$ cat src/rtl/dmem_arbiter_if.sv
// Bus bundle between the two data-memory requesters, the arbiter and the single-port data memory.
// The arbiter uses the slave modport; the requester/memory side uses master.
interface dmem_arbiter_if #(
    parameter int ADDR_W = 8,
    parameter int DATA_W = 16
);
    logic              cpu_req;
    logic              cpu_we;
    logic [ADDR_W-1:0] cpu_addr;
    logic [DATA_W-1:0] cpu_wdata;
    logic              cpu_gnt;
    logic              cpu_rvalid;
    logic [DATA_W-1:0] cpu_rdata;

    logic              dma_req;
    logic              dma_we;
    logic              dma_lock;
    logic [ADDR_W-1:0] dma_addr;
    logic [DATA_W-1:0] dma_wdata;
    logic              dma_gnt;
    logic              dma_rvalid;
    logic [DATA_W-1:0] dma_rdata;

    logic [ADDR_W-1:0] mem_addr;
    logic [DATA_W-1:0] mem_wdata;
    logic              mem_read;
    logic              mem_write;
    logic [DATA_W-1:0] mem_rdata;

    logic              busy;

    modport slave (
        input  cpu_req, cpu_we, cpu_addr, cpu_wdata,
        input  dma_req, dma_we, dma_lock, dma_addr, dma_wdata,
        input  mem_rdata,
        output cpu_gnt, cpu_rvalid, cpu_rdata,
        output dma_gnt, dma_rvalid, dma_rdata,
        output mem_addr, mem_wdata, mem_read, mem_write,
        output busy
    );

    modport master (
        output cpu_req, cpu_we, cpu_addr, cpu_wdata,
        output dma_req, dma_we, dma_lock, dma_addr, dma_wdata,
        output mem_rdata,
        input  cpu_gnt, cpu_rvalid, cpu_rdata,
        input  dma_gnt, dma_rvalid, dma_rdata,
        input  mem_addr, mem_wdata, mem_read, mem_write,
        input  busy
    );
endinterface

$ cat src/rtl/dmem_arbiter.sv
// CPU/DMA arbiter and sequencer for the single-port data memory: one access in flight,
// CPU priority with DMA starvation relief and DMA bus-lock, all outputs registered.
module dmem_arbiter #(
    parameter int ADDR_W       = 8,
    parameter int DATA_W       = 16,
    parameter int RD_LATENCY   = 1,
    parameter int STARVE_LIMIT = 4
) (
    input logic          clk,
    input logic          reset,
    dmem_arbiter_if.slave bus
);
    localparam logic [1:0] IDLE   = 2'd0;
    localparam logic [1:0] GRANT  = 2'd1;
    localparam logic [1:0] RDWAIT = 2'd2;

    localparam logic [3:0] STARVE_MAX = 4'(STARVE_LIMIT);
    localparam logic [2:0] LAT_INIT   = 3'(RD_LATENCY);

    logic [1:0]        state_q, state_d;
    logic              owner_dma_q, owner_dma_d;
    logic              we_q, we_d;
    logic [3:0]        starve_q, starve_d;
    logic              lock_q, lock_d;
    logic [2:0]        lat_q, lat_d;
    logic              cpu_gnt_q, cpu_gnt_d;
    logic              dma_gnt_q, dma_gnt_d;
    logic              mem_read_q, mem_read_d;
    logic              mem_write_q, mem_write_d;
    logic [ADDR_W-1:0] mem_addr_q, mem_addr_d;
    logic [DATA_W-1:0] mem_wdata_q, mem_wdata_d;
    logic              cpu_rvalid_q, cpu_rvalid_d;
    logic              dma_rvalid_q, dma_rvalid_d;
    logic [DATA_W-1:0] cpu_rdata_q, cpu_rdata_d;
    logic [DATA_W-1:0] dma_rdata_q, dma_rdata_d;
    logic              busy_q, busy_d;

    logic cpu_win, dma_win;

    // Lock masks the CPU entirely; a starved DMA pre-empts it; otherwise CPU has priority.
    always_comb begin
        cpu_win = bus.cpu_req && !lock_q && !(bus.dma_req && (starve_q == STARVE_MAX));
        dma_win = bus.dma_req && !cpu_win;
    end

    always_comb begin
        state_d      = state_q;
        owner_dma_d  = owner_dma_q;
        we_d         = we_q;
        starve_d     = starve_q;
        lock_d       = lock_q;
        lat_d        = lat_q;
        mem_addr_d   = mem_addr_q;
        mem_wdata_d  = mem_wdata_q;
        cpu_rdata_d  = cpu_rdata_q;
        dma_rdata_d  = dma_rdata_q;
        cpu_gnt_d    = 1'b0;
        dma_gnt_d    = 1'b0;
        mem_read_d   = 1'b0;
        mem_write_d  = 1'b0;
        cpu_rvalid_d = 1'b0;
        dma_rvalid_d = 1'b0;

        case (state_q)
            IDLE: begin
                if (!bus.dma_req) begin
                    starve_d = '0;
                    lock_d   = 1'b0;
                end
                if (cpu_win) begin
                    state_d     = GRANT;
                    owner_dma_d = 1'b0;
                    we_d        = bus.cpu_we;
                    mem_addr_d  = bus.cpu_addr;
                    mem_wdata_d = bus.cpu_wdata;
                    cpu_gnt_d   = 1'b1;
                    mem_write_d = bus.cpu_we;
                    mem_read_d  = !bus.cpu_we;
                    if (bus.dma_req && (starve_q != STARVE_MAX))
                        starve_d = starve_q + 4'd1;
                end else if (dma_win) begin
                    state_d     = GRANT;
                    owner_dma_d = 1'b1;
                    we_d        = bus.dma_we;
                    mem_addr_d  = bus.dma_addr;
                    mem_wdata_d = bus.dma_wdata;
                    dma_gnt_d   = 1'b1;
                    mem_write_d = bus.dma_we;
                    mem_read_d  = !bus.dma_we;
                    starve_d    = '0;
                    lock_d      = bus.dma_lock;
                end
            end
            GRANT: begin
                if (we_q) begin
                    state_d = IDLE;
                end else begin
                    state_d = RDWAIT;
                    lat_d   = LAT_INIT;
                end
            end
            RDWAIT: begin
                lat_d = lat_q - 3'd1;
                if (lat_q == 3'd1) begin
                    state_d = IDLE;
                    if (owner_dma_q) begin
                        dma_rdata_d  = bus.mem_rdata;
                        dma_rvalid_d = 1'b1;
                    end else begin
                        cpu_rdata_d  = bus.mem_rdata;
                        cpu_rvalid_d = 1'b1;
                    end
                end
            end
            default: state_d = IDLE;
        endcase

        busy_d = (state_d != IDLE);
    end

    always_ff @(posedge clk or posedge reset) begin
        if (reset) begin
            state_q      <= IDLE;
            owner_dma_q  <= 1'b0;
            we_q         <= 1'b0;
            starve_q     <= '0;
            lock_q       <= 1'b0;
            lat_q        <= '0;
            cpu_gnt_q    <= 1'b0;
            dma_gnt_q    <= 1'b0;
            mem_read_q   <= 1'b0;
            mem_write_q  <= 1'b0;
            mem_addr_q   <= '0;
            mem_wdata_q  <= '0;
            cpu_rvalid_q <= 1'b0;
            dma_rvalid_q <= 1'b0;
            cpu_rdata_q  <= '0;
            dma_rdata_q  <= '0;
            busy_q       <= 1'b0;
        end else begin
            state_q      <= state_d;
            owner_dma_q  <= owner_dma_d;
            we_q         <= we_d;
            starve_q     <= starve_d;
            lock_q       <= lock_d;
            lat_q        <= lat_d;
            cpu_gnt_q    <= cpu_gnt_d;
            dma_gnt_q    <= dma_gnt_d;
            mem_read_q   <= mem_read_d;
            mem_write_q  <= mem_write_d;
            mem_addr_q   <= mem_addr_d;
            mem_wdata_q  <= mem_wdata_d;
            cpu_rvalid_q <= cpu_rvalid_d;
            dma_rvalid_q <= dma_rvalid_d;
            cpu_rdata_q  <= cpu_rdata_d;
            dma_rdata_q  <= dma_rdata_d;
            busy_q       <= busy_d;
        end
    end

    assign bus.cpu_gnt    = cpu_gnt_q;
    assign bus.dma_gnt    = dma_gnt_q;
    assign bus.cpu_rvalid = cpu_rvalid_q;
    assign bus.dma_rvalid = dma_rvalid_q;
    assign bus.cpu_rdata  = cpu_rdata_q;
    assign bus.dma_rdata  = dma_rdata_q;
    assign bus.mem_addr   = mem_addr_q;
    assign bus.mem_wdata  = mem_wdata_q;
    assign bus.mem_read   = mem_read_q;
    assign bus.mem_write  = mem_write_q;
    assign bus.busy       = busy_q;
endmodule

$ cat src/flat_wrapper.sv
// flat-port wrapper written by rule: the top's interface ports become plain ports
module dmem_arbiter_flat 
#(
    parameter int ADDR_W       = 8,
    parameter int DATA_W       = 16,
    parameter int RD_LATENCY   = 1,
    parameter int STARVE_LIMIT = 4
)
  (clk, reset, bus_cpu_req, bus_cpu_we, bus_cpu_addr, bus_cpu_wdata, bus_dma_req, bus_dma_we, bus_dma_lock, bus_dma_addr, bus_dma_wdata, bus_mem_rdata, bus_cpu_gnt, bus_cpu_rvalid, bus_cpu_rdata, bus_dma_gnt, bus_dma_rvalid, bus_dma_rdata, bus_mem_addr, bus_mem_wdata, bus_mem_read, bus_mem_write, bus_busy);
  dmem_arbiter_if #(.ADDR_W(ADDR_W), .DATA_W(DATA_W)) bus_i ();
  input logic clk;
  input logic reset;
  input wire logic [$bits(bus_i.cpu_req)-1:0] bus_cpu_req;
  input wire logic [$bits(bus_i.cpu_we)-1:0] bus_cpu_we;
  input wire logic [$bits(bus_i.cpu_addr)-1:0] bus_cpu_addr;
  input wire logic [$bits(bus_i.cpu_wdata)-1:0] bus_cpu_wdata;
  input wire logic [$bits(bus_i.dma_req)-1:0] bus_dma_req;
  input wire logic [$bits(bus_i.dma_we)-1:0] bus_dma_we;
  input wire logic [$bits(bus_i.dma_lock)-1:0] bus_dma_lock;
  input wire logic [$bits(bus_i.dma_addr)-1:0] bus_dma_addr;
  input wire logic [$bits(bus_i.dma_wdata)-1:0] bus_dma_wdata;
  input wire logic [$bits(bus_i.mem_rdata)-1:0] bus_mem_rdata;
  output wire logic [$bits(bus_i.cpu_gnt)-1:0] bus_cpu_gnt;
  output wire logic [$bits(bus_i.cpu_rvalid)-1:0] bus_cpu_rvalid;
  output wire logic [$bits(bus_i.cpu_rdata)-1:0] bus_cpu_rdata;
  output wire logic [$bits(bus_i.dma_gnt)-1:0] bus_dma_gnt;
  output wire logic [$bits(bus_i.dma_rvalid)-1:0] bus_dma_rvalid;
  output wire logic [$bits(bus_i.dma_rdata)-1:0] bus_dma_rdata;
  output wire logic [$bits(bus_i.mem_addr)-1:0] bus_mem_addr;
  output wire logic [$bits(bus_i.mem_wdata)-1:0] bus_mem_wdata;
  output wire logic [$bits(bus_i.mem_read)-1:0] bus_mem_read;
  output wire logic [$bits(bus_i.mem_write)-1:0] bus_mem_write;
  output wire logic [$bits(bus_i.busy)-1:0] bus_busy;
  assign bus_i.cpu_req = bus_cpu_req;
  assign bus_i.cpu_we = bus_cpu_we;
  assign bus_i.cpu_addr = bus_cpu_addr;
  assign bus_i.cpu_wdata = bus_cpu_wdata;
  assign bus_i.dma_req = bus_dma_req;
  assign bus_i.dma_we = bus_dma_we;
  assign bus_i.dma_lock = bus_dma_lock;
  assign bus_i.dma_addr = bus_dma_addr;
  assign bus_i.dma_wdata = bus_dma_wdata;
  assign bus_i.mem_rdata = bus_mem_rdata;
  assign bus_cpu_gnt = bus_i.cpu_gnt;
  assign bus_cpu_rvalid = bus_i.cpu_rvalid;
  assign bus_cpu_rdata = bus_i.cpu_rdata;
  assign bus_dma_gnt = bus_i.dma_gnt;
  assign bus_dma_rvalid = bus_i.dma_rvalid;
  assign bus_dma_rdata = bus_i.dma_rdata;
  assign bus_mem_addr = bus_i.mem_addr;
  assign bus_mem_wdata = bus_i.mem_wdata;
  assign bus_mem_read = bus_i.mem_read;
  assign bus_mem_write = bus_i.mem_write;
  assign bus_busy = bus_i.busy;
  dmem_arbiter #(.ADDR_W(ADDR_W), .DATA_W(DATA_W), .RD_LATENCY(RD_LATENCY), .STARVE_LIMIT(STARVE_LIMIT)) u_core (.clk(clk), .reset(reset), .bus(bus_i));
endmodule
$ cat config.mk
export PLATFORM = sky130hd
export DESIGN_NAME = dmem_arbiter_flat
export DESIGN_NICKNAME = d
export VERILOG_FILES = /design/src/rtl/dmem_arbiter_if.sv /design/src/rtl/dmem_arbiter.sv /design/src/flat_wrapper.sv
export SDC_FILE = /design/constraint.sdc
export NUM_CORES = 1
export LEC_CHECK = 0
export CAP_MARGIN = 20
export CORE_AREA = 2 2 104 106
export DETAILED_ROUTE_END_ITERATION = 8
export DIE_AREA = 0 0 106 108
export GPL_ROUTABILITY_DRIVEN = 0
export GPL_TIMING_DRIVEN = 0
export HOLD_SLACK_MARGIN = 0.03
export PLACE_DENSITY = 0.62
export SLEW_MARGIN = 10
export SYNTH_ARGS = -nofsm -noshare
export SYNTH_HDL_FRONTEND = slang
export SYNTH_SLANG_ARGS = --single-unit
$ cat constraint.sdc
create_clock -name clk -period 3.25 [get_ports clk]
set_clock_uncertainty 0.05 [all_clocks]
set_input_delay 0.65 -clock clk [delete_from_list [all_inputs] [get_ports clk]]
set_output_delay 0.65 -clock clk [all_outputs]
set_load 0.02 [all_outputs]
==> summary.md <==
| Metric | Value |
|---|---|
| Status | `finished, final reports clean` |
| Slew Viols, Final | `0` |
| VDD IR-drop max | `0.3544 mV` |
| RSZ-0062 raised after global routing | `false` |
| Final period util | `66.63%` |
| Final Util | `51.31%` |
| Global route total overflow | `0` |
| Core area | `10230 µm²` |
| Share of the synthesized area in the top cell type | `52.72%` |
| Hold crit path type | `reg2reg` |
| Most common cell in the netlist | `dfrtp_1` |
| Overall Power | `4896 µW` |
| Final setup vio count | `0` |
| Main synth FF type | `dfrtp_1` |
| Cells after Synth | `295` |
| # DRC | `0` |
| Ratio of cells with drive above 1 in the final layout | `15.54%` |
| Number of global-route vias before repair | `3151` |
| Seq cells post-synth | `75` |
| Synth top cells by count | `75 x dfrtp_1, 32 x mux2_2, 26 x a221oi_1, 26 x and3b_1, 26 x o21ai_0` |
| LEAKAGE | `0.002190 µW` |
| CTS H-tree lvls | `3` |
| Largest family of logic cells by synthesized area | `compound AO/OA/AOI/OAI gates` |
| WHS | `0.4563 ns` |
| Crit-path cells | `clkdlybuf4s50_1, nand2b_1, clkbuf_1, clkbuf_1, o21ai_0, a2bb2oi_1` |
| Clk pin slew, worst setup/hold paths | `0.08 ns` |
| Post-Synth Adder-Cell Area | `1.406%` |
| TritonCTS clock tree | `yes` |
| Die area | `11450 µm²` |
| Initial Utilization | `34.79%` |
| Yosys warnings | `0` |
| DR pass1 iterations | `4` |
| Post-synthesis mux area share | `10.12%` |
| Crit. Startpoint | `bus_cpu_req` |
| Nets | `514` |
| RR Startpoint | `u_core.lat_q[1]` |
| P&R area growth vs syn | `47.49%` |
| Startpoint Class | `input pin` |
| RR Endpoint | `u_core.bus.cpu_rdata[3]` |
| I/O pins | `134` |
| Post-synth cell types | `39` |
| CP top delay family | `buffers and inverters` |
| Num CTS Buffers | `9` |
| Height of the die | `108 µm` |
| Post-cts sizing count | `0` |
| Hold Path Stages | `1` |
| Max Root-Sink Buffers | `2` |
| Synthesized Nets | `370` |
| N_diodes | `0` |
| Max transition margin | `61.45%` |
| Max-cap viol count | `0` |
| Synth Area in XOR/XNOR | `0%` |
| Fillcell total | `947` |
| Synth top area cells | `dfrtp_1 53%, mux2_2 10%, a221oi_1 6.4%` |
| 1st-iter DRT viols | `94` |
| Asr flop ratio synth | `100.0%` |
| Sink Count | `75` |
| Slack of the worst reg-to-reg path | `1.16 ns` |
| R2R depth | `6` |
| Skew-Pair Late Insertion Delay | `0.35 ns` |
| Power Density | `932.5 nW/µm²` |
| Data arrival time of the worst path | `2.39 ns` |
| Detail Placement HPWL | `7222 µm` |
| Crit path top cell by count | `clkbuf_1` |
| Post-synth top area cell | `dfrtp_1` |
| Crit end category | `flop` |
| Hold Crit Start | `u_core.bus.dma_rdata[10]` |
| Global Route Usage Sum | `17.85%` |
| Register area share after synthesis | `52.72%` |
| Synth Area in Compound Gates | `19.05%` |
| Routed Antenna Nets | `0` |
| Critical path class | `in2reg` |
| Syn Std Cell Area | `3560 µm²` |
| Crit Path Max Fanout | `10` |
| Setup_tns | `0 ns` |
| Slowest Stage Delay on Critical Path | `0.58 ns` |
| Fin. Hold Viols | `0` |
| Layout Cells excl Fill | `580` |
| DR vias/cell | `5.231` |
| EDFF count, synth | `0` |
| Post-Synth Simple-Gate Area | `11.78%` |
| Measured slew at the worst slew-check pin | `0.5762 ns` |
| CP required | `3.47 ns` |
| Pin count of the biggest net entering global routing | `52` |
| WL per Instance | `16.80 µm` |
| Average size of a mapped cell | `12.07 µm²` |
| CP bufs+invs | `3` |
| Root Driver | `clkbuf_8` |
| Placed cells | `564` |
| First-pass GRT wire length | `16020 µm` |
| Buffers added on ports | `132` |
| Upper clock frequency limit | `0.4618 GHz` |
| Cts hold-fix bufs | `0` |
| DR vias | `3034` |
| Initial antenna violation count | `0` |
| Min Tclk post-route | `2.165 ns` |
| Final WL | `9744 µm` |
| DIE WIDTH | `106 µm` |
| Post-CTS Setup Inserts | `0` |
| # rows | `37` |
| Slowest CP cell | `clkdlybuf4s50_1` |
| Hold EP | `u_core.bus.dma_rdata[10]` |
[metrics by stage]
| step | setup WS (ns) | area (µm²) |
|---|---|---|
| final | 1.085 | 5250 |
| after global routing | 0.9220 | 5250 |
| after CTS | 1.090 | 5250 |
| after detailed placement | 0.6980 | 5081 |
| after global placement | -0.5946 | 5051 |
| after floorplan | 0.6400 | 3560 |
[power breakdown]
| part | internal (µW) | switching, µW | total, µW |
|---|---|---|---|
| clock | 274 | 357 | 630 |
| combinational | 1380 | 1260 | 2640 |
| sequential | 1370 | 259 | 1630 |
| total | 3020 | 1880 | 4900 |
[per-layer routing]
| layer | vias to the layer above | wire (µm) | GRT usage (%) | share of wire [%] |
|---|---|---|---|---|
| met1 | 1484 | 4391 | 23.76 | 45 |
| met4 | 0 | 154 | 7.049 | 1.6 |
| met2 | 132 | 4459 | 28.02 | 46 |
| met3 | 12 | 738 | 4.581 | 7.6 |
| met5 | - | 0 | 0 | 0 |
| li1 | 1406 | - | - | - |
[logic make-up (layout without fill, tap and decap cells)]
| logic type | after synthesis | in the layout |
|---|---|---|
| muxes | 32 | 32 |
| buffers and inverters | 36 | 185 |
| and+or+nand+nor | 57 | 57 |
| adders and majority gates | 4 | 4 |
| DFF | 75 | 75 |
| AOI/OAI and AO/OA | 91 | 91 |
[layout by cell type (no fill, tap or decap), drive strengths merged, types with 9 or more instances in the layout]
| master | n |
|---|---|
| nand2 | 9 |
| clkdlybuf4s50 | 132 |
| and3b | 26 |
| inv | 10 |
| buf | 9 |
| mux2 | 32 |
| dfrtp | 75 |
| a221oi | 26 |
| o21ai | 27 |
| clkbuf | 27 |
| a2bb2oi | 25 |
[registers in the layout (all words and copies together) (netlist names)]
register,flops
u_core.bus.busy,1
u_core.bus.cpu_gnt,1
u_core.bus.cpu_rdata,16
u_core.bus.cpu_rvalid,1
u_core.bus.dma_gnt,1
u_core.bus.dma_rdata,16
u_core.bus.dma_rvalid,1
u_core.bus.mem_addr,8
u_core.bus.mem_read,1
u_core.bus.mem_wdata,16
u_core.bus.mem_write,1
u_core.lat_q,3
u_core.lock_q,1
u_core.owner_dma_q,1
u_core.starve_q,4
u_core.state_q,2
u_core.we_q,1
[worst max-delay path by stage]
| stage | end | slack, ns | cells after the start |
|---|---|---|---|
| floorplan | u_core.bus.busy | 0.64 | 1 |
| global placement | u_core.bus.mem_write | -0.59 | 2 |
| detailed placement | u_core.bus.mem_wdata[4] | 0.70 | 6 |
| CTS | u_core.bus.mem_wdata[4] | 1.09 | 6 |
| global route | u_core.bus.mem_wdata[4] | 0.92 | 6 |
| finish | u_core.bus.mem_wdata[4] | 1.08 | 6 |
[area by class of cell]
| class | count | area (µm²) | share of cell area, % |
|---|---|---|---|
| clock buffers | 9 | 123.9 | 2.359 |
| clock inverters | 7 | 45.04 | 0.8580 |
| inverters | 10 | 40.04 | 0.7626 |
| flip-flops and latches | 75 | 1877 | 35.75 |
| repair buffers | 133 | 1349 | 25.69 |
| multi-input cells | 184 | 1508 | 28.72 |
| plain buffers | 26 | 137.6 | 2.622 |
| well taps | 136 | 170.2 | 3.241 |
Note: power is estimated with default switching activity, not from simulation.
